===== src/rtl/mini_alu_16bit_sub_issue.sv =====
// Issue/collect lane around the combinational mini_ALU_16bit_SUB: operand FIFO, 3-state issue FSM, registered result port.
// Optional overflow-result counter enabled by defining MINI_ALU_SUB_ERR_CNT_EN.
module mini_alu_16bit_sub_issue #(
  parameter int DATA_W = 16,
  parameter int DEPTH  = 4
) (
  input  logic                       clk,
  input  logic                       rst,
  input  logic                       flush,
  input  logic                       in_valid,
  output logic                       in_ready,
  input  logic [DATA_W-1:0]          in_data0,
  input  logic [DATA_W-1:0]          in_data1,
  output logic [DATA_W-1:0]          op_data0,
  output logic [DATA_W-1:0]          op_data1,
  input  logic [DATA_W-1:0]          sub_diff,
  input  logic                       sub_overflow,
  input  logic                       sub_valid,
  output logic                       out_valid,
  input  logic                       out_ready,
  output logic [DATA_W-1:0]          out_diff,
  output logic                       out_overflow,
  output logic                       out_ok,
  output logic [$clog2(DEPTH):0]     fifo_count,
  output logic [15:0]                err_cnt
);

  localparam int AW = $clog2(DEPTH);
  localparam int CW = AW + 1;

  typedef enum logic [1:0] {IDLE, EXEC, DONE} state_t;

  state_t              state_q;
  logic [DATA_W-1:0]   mem0_q [DEPTH];
  logic [DATA_W-1:0]   mem1_q [DEPTH];
  logic [AW-1:0]       wr_ptr_q, wr_ptr_d;
  logic [AW-1:0]       rd_ptr_q, rd_ptr_d;
  logic [CW-1:0]       count_q, count_d;
  logic [DATA_W-1:0]   op0_q, op1_q, diff_q;
  logic                valid_q, ovf_q, ok_q;
  logic                push, pop;

  assign in_ready = (count_q != CW'(DEPTH));
  assign push     = in_valid && in_ready && !flush;
  // The FSM is the only consumer: it pops when idle or when the held result is being taken.
  assign pop      = !flush && (count_q != '0) &&
                    ((state_q == IDLE) || ((state_q == DONE) && out_ready));

  always_comb begin
    wr_ptr_d = wr_ptr_q;
    rd_ptr_d = rd_ptr_q;
    count_d  = count_q;
    if (flush) begin
      wr_ptr_d = '0;
      rd_ptr_d = '0;
      count_d  = '0;
    end else begin
      if (push) wr_ptr_d = wr_ptr_q + AW'(1);
      if (pop)  rd_ptr_d = rd_ptr_q + AW'(1);
      case ({push, pop})
        2'b10:   count_d = count_q + CW'(1);
        2'b01:   count_d = count_q - CW'(1);
        default: count_d = count_q;
      endcase
    end
  end

  always_ff @(posedge clk or posedge rst) begin
    if (rst) begin
      wr_ptr_q <= '0;
      rd_ptr_q <= '0;
      count_q  <= '0;
    end else begin
      wr_ptr_q <= wr_ptr_d;
      rd_ptr_q <= rd_ptr_d;
      count_q  <= count_d;
    end
  end

  always_ff @(posedge clk) begin
    if (push) begin
      mem0_q[wr_ptr_q] <= in_data0;
      mem1_q[wr_ptr_q] <= in_data1;
    end
  end

  always_ff @(posedge clk or posedge rst) begin
    if (rst) begin
      state_q <= IDLE;
      op0_q   <= '0;
      op1_q   <= '0;
      valid_q <= 1'b0;
      diff_q  <= '0;
      ovf_q   <= 1'b0;
      ok_q    <= 1'b0;
    end else if (flush) begin
      state_q <= IDLE;
      valid_q <= 1'b0;
    end else begin
      case (state_q)
        IDLE: begin
          if (pop) begin
            op0_q   <= mem0_q[rd_ptr_q];
            op1_q   <= mem1_q[rd_ptr_q];
            state_q <= EXEC;
          end
        end
        EXEC: begin
          diff_q  <= sub_diff;
          ovf_q   <= sub_overflow;
          ok_q    <= sub_valid;
          valid_q <= 1'b1;
          state_q <= DONE;
        end
        DONE: begin
          if (out_ready) begin
            valid_q <= 1'b0;
            if (pop) begin
              op0_q   <= mem0_q[rd_ptr_q];
              op1_q   <= mem1_q[rd_ptr_q];
              state_q <= EXEC;
            end else begin
              state_q <= IDLE;
            end
          end
        end
        default: state_q <= IDLE;
      endcase
    end
  end

`ifdef MINI_ALU_SUB_ERR_CNT_EN
  logic [15:0] err_q, err_d;

  // Saturating count of overflow results; flush leaves it alone.
  always_comb begin
    err_d = err_q;
    if (!flush && (state_q == EXEC) && sub_overflow && (err_q != 16'hFFFF))
      err_d = err_q + 16'd1;
  end

  always_ff @(posedge clk or posedge rst) begin
    if (rst) err_q <= '0;
    else     err_q <= err_d;
  end

  assign err_cnt = err_q;
`else
  assign err_cnt = 16'h0000;
`endif

  assign op_data0     = op0_q;
  assign op_data1     = op1_q;
  assign out_valid    = valid_q;
  assign out_diff     = diff_q;
  assign out_overflow = ovf_q;
  assign out_ok       = ok_q;
  assign fifo_count   = count_q;

endmodule


===== config.mk =====
export PLATFORM = sky130hd
export DESIGN_NAME = mini_alu_16bit_sub_issue
export DESIGN_NICKNAME = d
export VERILOG_FILES = /design/src/rtl/mini_alu_16bit_sub_issue.sv
export SDC_FILE = /design/constraint.sdc
export NUM_CORES = 1
export LEC_CHECK = 0
export BUFFER_PORTS_ARGS = -buffer_cell sky130_fd_sc_hd__buf_2
export CAP_MARGIN = 20
export CORE_MARGIN = 2
export CORE_UTILIZATION = 60
export DETAILED_ROUTE_END_ITERATION = 8
export MAX_ROUTING_LAYER = met4
export PLACE_DENSITY = 0.85
export REMOVE_ABC_BUFFERS = 1
export SYNTH_ARGS = -nofsm -noshare
export SYNTH_HDL_FRONTEND = slang
export SYNTH_SLANG_ARGS = --single-unit

===== constraint.sdc =====
create_clock -name clk -period 5.2 [get_ports clk]
set_input_delay 0.78 -clock clk [delete_from_list [all_inputs] [get_ports clk]]
set_output_delay 0.78 -clock clk [all_outputs]
set_load 0.03 [all_outputs]

==> reports/qor_table.md, run 1 <==
| Step | Quantity | This run |
|---|---|---|
| run status | Run status | finished, final reports clean |
| worst setup path | Kind of launch point of the worst setup path | register |
| cts | CTS Root Buffer Type | sky130_fd_sc_hd__clkbuf_16 |
| grt | Initial antenna violation count | 1 |
| place | Detailed Place HPWL | 7.36 mm |
| die | Effective utilization at floorplan | 60.8% |
| worst setup path | Maximum fanout along the worst path | 9 |
| synth | Number of synthesized flops with an enable pin | 128 |
| die | Number of I/O pins | 126 |
| cts | CTS tree | done |
| timing | Crit share post-route | 45.8% |
| power | Power per Cell Area | 578 mW/mm^2 |
| power | Proportion of power drawn by flip-flops and latches | 42.6% |
| power | Combinational fraction of design power | 31.2% |
| timing | FMAX | 420 MHz |
| die | # rows | 40 |
| cts | Worst-case clock buffer depth | 2 |
| timing | Worst-margin pin slew | 0.955 ns |
| finish | Design Area, Final | 0.00845 mm^2 |
| worst setup path | Critical Path End Type | output pin |
| timing | Final number of setup-violating endpoints | 0 |
| worst setup path | Cells along the critical path | or3b_4, buf_2 |
| timing | Setup tns final | 0 ns |
| cts | Sinks on the clock net | 188 |
| worst setup path | Class of the most critical setup path | reg2out |
| cts | CTS-repair resized insts | 0 |
| power | Max rail drop VDD | 0.330 mV |
| drt | Vias post-DR | 3,588 |
| drt | Average wire per standard cell | 19.6 um |
| synth | Proportion of register bits with asynchronous set or reset after synthesis | 31.9% |
| cts | Buffer count from post-CTS setup fixing | 0 |
| place | Weighted congestion reported at the end of routability-driven placement | 0.732 |
| grt | Largest net degree at the start of global routing | 37 |
| synth | Area share of the leading cell type in the synthesized netlist | 53.1% |
| grt | First-pass GRT wire length | 19.6 mm |
| finish | Number of fill cells | 765 |
| drt | DR DRC count | 0 |
| drt | Routed vias/inst | 5.66 |
| synth | Synth Cell Area | 0.00724 mm^2 |
| finish | Post-synthesis to final-layout area growth | 16.7% |
| timing | Shortest clock period the worst path allows after layout | 2.38 ns |
| cts | Maximum level of the CTS H-tree | 4 |
| synth | Most frequently used cell type in the post-synthesis netlist | sky130_fd_sc_hd__edfxtp_1 |
| cts | # hold bufs at CTS | 0 |
| finish | Number of nets at the end of the flow | 533 |
| synth | Portion of the post-synthesis area used by sequential elements | 73.8% |
| die | Die Area | 0.0130 mm^2 |
| synth | Instance count of the mapped netlist | 357 |
| synth | Synthesized area divided by synthesized cell count | 20.3 um^2 |
| power | Net switching power | 1.60 mW |
| worst setup path | Data required time of the worst path | 4.42 ns |
| worst setup path | Crit path max-delay cell type | sky130_fd_sc_hd__dfrtp_1 |
| finish | Post-route insts no fill | 634 |
| place | Buffers added on ports | 109 |
| drt | Violation count after the first detailed-routing iteration | 194 |
| timing | Final worst hold slack | 0.419 ns |
| synth | YS warnings | 0 |
| power | Leakage power | 3.20 nW |
| worst setup path | Delay contributed by the slowest stage of the critical path | 0.50 ns |
| worst setup path | Data arrival time of the critical path | 1.60 ns |
| place | Placed Area | 0.00785 mm^2 |
| power | Switching portion of total power | 32.7% |
| synth | Flip-flop and latch count after synthesis | 188 |
| synth | Commonest cells in the synthesized netlist | sky130_fd_sc_hd__edfxtp_1, sky130_fd_sc_hd__dfrtp_1, sky130_fd_sc_hd__mux2_2 |
| grt | Vias in the first global route | 3,744 |
| synth | Library cell occupying the most area in the post-synthesis netlist | sky130_fd_sc_hd__edfxtp_1 |
| drt | Sum of routed wire length over all layers | 12.4 mm |
| timing | Count of final max-slew check failures | 0 |
| timing | Worst rel slew slack | 36.3% |
| timing | Skew final | 0.0116 ns |
| die | Floorplan die height | 114 um |
| cts | Clock-pin slew reported for the worst setup and hold paths after clock tree synthesis | 0.06 ns |
| place | Placed Instances | 601 |
| grt | Gr usage total | 21.7% |
| cts | Num CTS Buffers | 17 |
| synth | Most used flip-flop cell after synthesis | sky130_fd_sc_hd__edfxtp_1 |
| synth | Top cells by area in the synthesized netlist | sky130_fd_sc_hd__edfxtp_1, sky130_fd_sc_hd__dfrtp_1, sky130_fd_sc_hd__mux4_2, sky130_fd_sc_hd__mux2_2, sky130_fd_sc_hd__buf_4 |
| die | Die width | 114 um |
| drt | Post-route antenna net violation count | 0 |
| die | Core region area | 0.0119 mm^2 |
| cts | Insertion delay to the later sink of the worst-skew pair | 0.43 ns |
| synth | Post-synth cell types | 35 |
| power | Clock group share of total power | 26.2% |
| timing | RSZ-0062 raised after global routing | no |
| finish | Share of cells above drive strength 1 | 48.8% |
| run | Number of violations of the max-capacitance limit | 0 |
| drt | First drt pass iteration count | 4 |
| grt | Total congestion overflow | 0 |
| min path | Worst Hold Class | in2async |
| timing | Final number of hold-violating endpoints | 0 |
| power | Internal cell power | 3.29 mW |
==> critical path, delay by kind of cell (launching register included) <==
family | cells | cell delay, ns
buffers and inverters | 1 | 0.19
DFF | 1 | 0.50
and+or+nand+nor | 1 | 0.48
==> logic make-up after synthesis <==
group,synth area share (%)
AO/OA/AOI/OAI,1.35
buffers and inverters,3.09
flip-flops,73.8
multiplexers,18.1
AND/OR/NAND/NOR,2.16
XOR/XNOR,0.467
other,0.0518
adder cells (fa/ha/maj),0.968
==> path summary, 6_finish.rpt <==
check | start | end | slack, ns | cells past startpoint
worst max-delay path | fifo_count[0] | in_ready | 2.82 | 2
worst min-delay path | rst | out_diff[11] | 0.42 | 2
worst max register to register | fifo_count[0] | mem0_q[2][12] | 2.95 | 4
worst min register to register | out_diff[14] | out_diff[14] | 0.50 | 1
max in group asynchronous | rst | rd_ptr_q[0] | 3.83 | 3
min in group clk | out_diff[14] | out_diff[14] | 0.50 | 1
==> cell usage in the layout, fill, tap and decap left out, types with 2 or more instances in the layout <==
| cell type | instances |
|---|---|
| sky130_fd_sc_hd__a21o_1 | 2 |
| sky130_fd_sc_hd__edfxtp_1 | 128 |
| sky130_fd_sc_hd__mux4_2 | 32 |
| sky130_fd_sc_hd__a21oi_1 | 4 |
| sky130_fd_sc_hd__mux2i_1 | 2 |
| sky130_fd_sc_hd__ha_1 | 4 |
| sky130_fd_sc_hd__nand2b_1 | 4 |
| sky130_fd_sc_hd__xnor2_1 | 2 |
| sky130_fd_sc_hd__buf_4 | 2 |
| sky130_fd_sc_hd__or3_1 | 2 |
| sky130_fd_sc_hd__dfrtp_2 | 2 |
| sky130_fd_sc_hd__clkbuf_16 | 17 |
| sky130_fd_sc_hd__dfrtp_1 | 58 |
| sky130_fd_sc_hd__mux2_2 | 49 |
| sky130_fd_sc_hd__conb_1 | 16 |
| sky130_fd_sc_hd__nand2_1 | 7 |
| sky130_fd_sc_hd__clkinvlp_4 | 4 |
| sky130_fd_sc_hd__bufinv_16 | 2 |
| sky130_fd_sc_hd__nor2_1 | 6 |
| sky130_fd_sc_hd__inv_1 | 4 |
| sky130_fd_sc_hd__clkbuf_8 | 4 |
| sky130_fd_sc_hd__and2_2 | 4 |
| sky130_fd_sc_hd__clkinv_2 | 3 |
| sky130_fd_sc_hd__buf_2 | 109 |
| sky130_fd_sc_hd__nand3_1 | 2 |
==> power by group through the flow <==
stage | Sequential (mW) | Clock (mW) | Combinational (mW)
after floorplan | 2.54 | 0 | 0.667
after global placement | 2.09 | 0 | 1.50
after detailed placement | 2.11 | 0 | 1.54
after CTS | 2.09 | 1.30 | 1.55
after global routing | 2.12 | 1.36 | 1.64
final | 2.08 | 1.28 | 1.52
==> metrics by stage <==
step / util [%] / setup WS, ns / power, mW
floorplan: - / 2.76 / 3.21
global placement: 65.9 / 2.75 / 3.59
detailed placement: 65.9 / 2.52 / 3.65
CTS: 70.9 / 2.78 / 4.93
global route: 70.9 / 2.74 / 5.11
finish: 70.9 / 2.82 / 4.88
==> flip-flops by register name, summed over array words and instances, names as in the netlist <==
register,cells
op_data1,16
rd_ptr_q,2
out_ok,1
op_data0,16
out_valid,1
mem0_q,64
wr_ptr_q,2
fifo_count,3
out_overflow,1
mem1_q,64
state_q,2
out_diff,16
==> area by class of cell <==
| type | instances | area (um^2) | area share [%] |
|---|---|---|---|
| clock buffer | 22 | 484 | 5.73 |
| sequential | 188 | 5350 | 63.3 |
| inverter | 6 | 25.0 | 0.296 |
| clock inverter | 10 | 114 | 1.35 |
| multi-input combinational | 149 | 1730 | 20.5 |
| antenna | 1 | 2.50 | 0.0296 |
| tap | 147 | 184 | 2.18 |
| timing repair buffer | 111 | 561 | 6.64 |
==> routing by layer <==
layer | GRT usage, % | vias up | share of wire (%)
li1 | - | 1584 | -
met1 | 27.6 | 1834 | 42
met2 | 33.8 | 153 | 50
met3 | 6.85 | 17 | 6.8
met4 | 7.72 | 0 | 1.7
met5 | - | - | 0
Power figures use the tool's default switching activity.
==> inputs of run 2 (changes only) <==
ABC_AREA = 1   (was unset)
CORE_UTILIZATION = 56   (was 60)
PLACE_DENSITY = 0.8   (was 0.85)
clock period = 2.3 ns   (was 5.2 ns; I/O delays follow)
==> run 2 against run 1 <==
Compared with the run above: clock skew decreased by 0.0011 ns; sequential cell count unchanged; core utilization decreased by 2.8 points; count of clock-buffer cells in the layout decreased by 5; non-clock buffer count increased by 12; cell count increased by 38%; critical path depth increased by 10; via count increased by 30%; clock power increased by 120%; largest cell class unchanged; largest power group unchanged.
==> reports/qor_table.md, run 2 <==
| Step | Quantity | This run | vs previous |
|---|---|---|---|
| synth | Number of synthesized flops with an enable pin | 128 | unchanged |
| timing | Skew final | 0.0105 ns | -0.00112 ns |
| worst setup path | Kind of launch point of the worst setup path | register |  |
| drt | Post-route antenna net violation count | 0 | unchanged |
| worst setup path | Data arrival time of the critical path | 2.29 ns | +0.69 ns |
| synth | YS warnings | 0 | unchanged |
| timing | Setup tns final | 0 ns | unchanged |
| finish | Number of nets at the end of the flow | 749 | +41% |
| worst setup path | Cells along the critical path | inv_1, nand2_1, nor2_2, nor2_8, nand2_4, inv_1, fa_1, xnor2_1, nand3_1, nand2_1, nand3_1, nand2_1 |  |
| power | Combinational fraction of design power | 32.7% | +1.5 points |
| cts | Maximum level of the CTS H-tree | 4 | unchanged |
| grt | Vias in the first global route | 4,793 | +28% |
| power | Max rail drop VDD | 0.738 mV | +120% |
| cts | Worst-case clock buffer depth | 2 | unchanged |
| timing | Crit share post-route | 83.1% |  |
| place | Detailed Place HPWL | 9.18 mm | +25% |
| cts | CTS Root Buffer Type | sky130_fd_sc_hd__clkbuf_16 |  |
| timing | Worst rel slew slack | 60.5% | +24 points |
| power | Internal cell power | 6.84 mW | +110% |
| grt | Largest net degree at the start of global routing | 47 | +27% |
| finish | Post-synthesis to final-layout area growth | 17.6% |  |
| drt | Sum of routed wire length over all layers | 15.0 mm | +20% |
| drt | DR DRC count | 0 | unchanged |
| finish | Registers with the highest flip-flop counts | mem0_q x64, mem1_q x64 |  |
| synth | Most frequently used cell type in the post-synthesis netlist | sky130_fd_sc_hd__edfxtp_1 |  |
| worst setup path | Data required time of the worst path | 2.67 ns | -1.75 ns |
| cts | Clock-pin slew reported for the worst setup and hold paths after clock tree synthesis | 0.07 ns | about the same |
| grt | First-pass GRT wire length | 23.6 mm | +20% |
| run | Number of violations of the max-capacitance limit | 0 | unchanged |
| synth | Library cell occupying the most area in the post-synthesis netlist | sky130_fd_sc_hd__edfxtp_1 |  |
| finish | Register area | 0.00535 mm^2 | about the same |
| synth | Flip-flop and latch count after synthesis | 188 | unchanged |
| die | Effective utilization at floorplan | 58.0% | -2.8 points |
| finish | Post-route insts no fill | 875 | +38% |
| die | Number of I/O pins | 126 | unchanged |
| timing | RSZ-0062 raised after global routing | no |  |
| timing | FMAX | 523 MHz |  |
| worst setup path | Cell repeated most along the worst path | sky130_fd_sc_hd__nand2_1 |  |
| synth | Commonest cells in the synthesized netlist | sky130_fd_sc_hd__edfxtp_1, sky130_fd_sc_hd__nand2_1, sky130_fd_sc_hd__nor2_1 |  |
| finish | Number of fill cells | 890 | +16% |
| cts | Sinks on the clock net | 188 | unchanged |
| cts | CTS-repair resized insts | 0 | unchanged |
| synth | Portion of the post-synthesis area used by sequential elements | 72.5% | -1.4 points |
| drt | Violation count after the first detailed-routing iteration | 321 | +65% |
| power | Total chip power | 10.9 mW | +120% |
| worst setup path | Critical Path End Type | register |  |
| finish | Most frequent cells in the layout | sky130_fd_sc_hd__edfxtp_1, sky130_fd_sc_hd__nand2_1, sky130_fd_sc_hd__buf_2 |  |
| worst setup path | Crit path max-delay cell type | sky130_fd_sc_hd__dfrtp_1 |  |
| drt | Routed vias/inst | 5.33 | -5.8% |
| min path | Worst Hold Class | in2reg |  |
| drt | Average wire per standard cell | 17.1 um | -13% |
| place | Buffers added on ports | 109 | unchanged |
| finish | Area of the multi-input gates | 0.00174 mm^2 | +0.58% |
| grt | Gr usage total | 22.9% | +1.1 points |
| place | Weighted congestion reported at the end of routability-driven placement | 0.788 | +7.7% |
| cts | CTS tree | done |  |
| synth | Top cells by area in the synthesized netlist | sky130_fd_sc_hd__edfxtp_1, sky130_fd_sc_hd__dfrtp_1, sky130_fd_sc_hd__nand2_1, sky130_fd_sc_hd__nor2_1, sky130_fd_sc_hd__o21ai_0 |  |
| timing | Worst-margin pin slew | 0.591 ns | -0.363 ns |
| synth | Instance count of the mapped netlist | 576 | +61% |
| die | Die width | 119 um | +4.3% |
| cts | Buffer count from post-CTS setup fixing | 0 | unchanged |
| power | Switching portion of total power | 37.4% | +4.7 points |
| power | Proportion of power drawn by flip-flops and latches | 41.8% | -0.8 points |
| die | Die Area | 0.0141 mm^2 | +8.9% |
| power | Power per Cell Area | 1260 mW/mm^2 | +120% |
| place | Placed Instances | 841 | +40% |
| grt | Total congestion overflow | 0 | unchanged |
| power | Net switching power | 4.08 mW | +160% |
| timing | Count of final max-slew check failures | 0 | unchanged |
| synth | Area share of the leading cell type in the synthesized netlist | 52.1% | -1.0 points |
| timing | Final number of hold-violating endpoints | 0 | unchanged |
| worst setup path | Delay contributed by the slowest stage of the critical path | 0.43 ns | -0.07 ns |
| finish | Design Area, Final | 0.00867 mm^2 | +2.7% |
| drt | First drt pass iteration count | 5 | +1 |
| die | Floorplan die height | 119 um | +4.3% |
| timing | Shortest clock period the worst path allows after layout | 1.91 ns |  |
| place | Placed Area | 0.00809 mm^2 | +3.1% |
| timing | Final number of setup-violating endpoints | 0 | unchanged |
| synth | Synth Cell Area | 0.00738 mm^2 | +1.9% |
| synth | Most used flip-flop cell after synthesis | sky130_fd_sc_hd__edfxtp_1 |  |
| die | # rows | 41 | +2.5% |
| cts | # hold bufs at CTS | 1 | +1 |
| power | Clock group share of total power | 25.4% | -0.8 points |
| timing | Final worst hold slack | 0.119 ns | -0.300 ns |
| synth | Synthesized area divided by synthesized cell count | 12.8 um^2 | -37% |
| power | Leakage power | 3.60 nW | +12% |
| drt | Vias post-DR | 4,665 | +30% |
| finish | Commonest non-fill, non-tap cell in the layout | sky130_fd_sc_hd__edfxtp_1 |  |
| synth | Proportion of register bits with asynchronous set or reset after synthesis | 31.9% | unchanged |
| worst setup path | Maximum fanout along the worst path | 4 | -5 |
| synth | Post-synth cell types | 28 | -20% |
| worst setup path | Class of the most critical setup path | reg2reg |  |
| run status | Run status | finished, final reports clean |  |
| finish | Share of cells above drive strength 1 | 26.9% | -22 points |
| cts | Insertion delay to the later sink of the worst-skew pair | 0.43 ns | about the same |
| die | Core region area | 0.0127 mm^2 | +6.8% |
| cts | Num CTS Buffers | 17 | unchanged |
| grt | Initial antenna violation count | 1 | unchanged |
run 2: cells by family after synthesis:
| family | synth area share, % |
|---|---|
| AO/OA/AOI/OAI | 7.63 |
| multiplexers | 2.75 |
| adder cells (fa/ha/maj) | 0.950 |
| flip-flops | 72.5 |
| other | 0.0508 |
| XOR/XNOR | 0.119 |
| AND/OR/NAND/NOR | 10.9 |
| buffers and inverters | 5.12 |
run 2: power groups by stage:
stage / registers (mW) / logic [mW] / clock network [mW]
final: 4.57 / 3.58 / 2.78
after global placement: 4.60 / 3.46 / 0
after global routing: 4.64 / 3.88 / 2.96
after detailed placement: 4.64 / 3.58 / 0
after floorplan: 5.58 / 1.43 / 0
after CTS: 4.57 / 3.60 / 2.80
run 2: layer usage:
| metal | part of all wire, % | up-vias | routed length, um | GRT usage (%) |
|---|---|---|---|---|
| met1 | 40 | 2273 | 6040 | 26.2 |
| met3 | 6.8 | 19 | 1020 | 5.41 |
| met5 | 0 | - | 0 | - |
| li1 | - | 2192 | - | - |
| met2 | 51 | 181 | 7620 | 38.4 |
| met4 | 1.9 | 0 | 281 | 10.1 |
run 2: path summary, 6_finish.rpt:
| kind | from | endpoint | slack [ns] | depth (start not counted) |
|---|---|---|---|---|
| setup / recovery | fifo_count[1] | fifo_count[2] | 0.39 | 12 |
| hold / removal | in_data1[11] | mem1_q[1][11] | 0.12 | 1 |
| setup reg to reg | fifo_count[1] | fifo_count[2] | 0.39 | 12 |
| hold reg to reg | op_data1[14] | op_data1[14] | 0.48 | 2 |
| max in group asynchronous | rst | rd_ptr_q[0] | 1.19 | 4 |
| min in group asynchronous | rst | op_data1[5] | 0.52 | 3 |
run 2: stage by stage:
stage               util [%]  setup WS, ns
finish                  68.2         0.389
global route            68.2         0.238
CTS                     68.1         0.388
detailed placement      63.6         0.419
global placement        63.6         0.460
floorplan                  -        -0.696
run 2: final cells by class:
class                           count  share of cell area, %
Inverter                           19                  0.822
Clock inverter                     15                   1.64
Multi-Input combinational cell    340                   20.1
Antenna cell                        1                 0.0289
Clock buffer                       17                   4.91
Sequential cell                   188                   61.7
Tap cell                          172                   2.48
Timing Repair Buffer              123                   8.40
run 2: worst max-delay path, delay by kind of cell, from the launching register on:
| family | cells | cell delay (ns) |
|---|---|---|
| simple gates | 8 | 0.71 |
| buf+inv | 2 | 0.14 |
| flops | 1 | 0.43 |
| xor+xnor | 1 | 0.20 |
| fa+ha+maj | 1 | 0.37 |
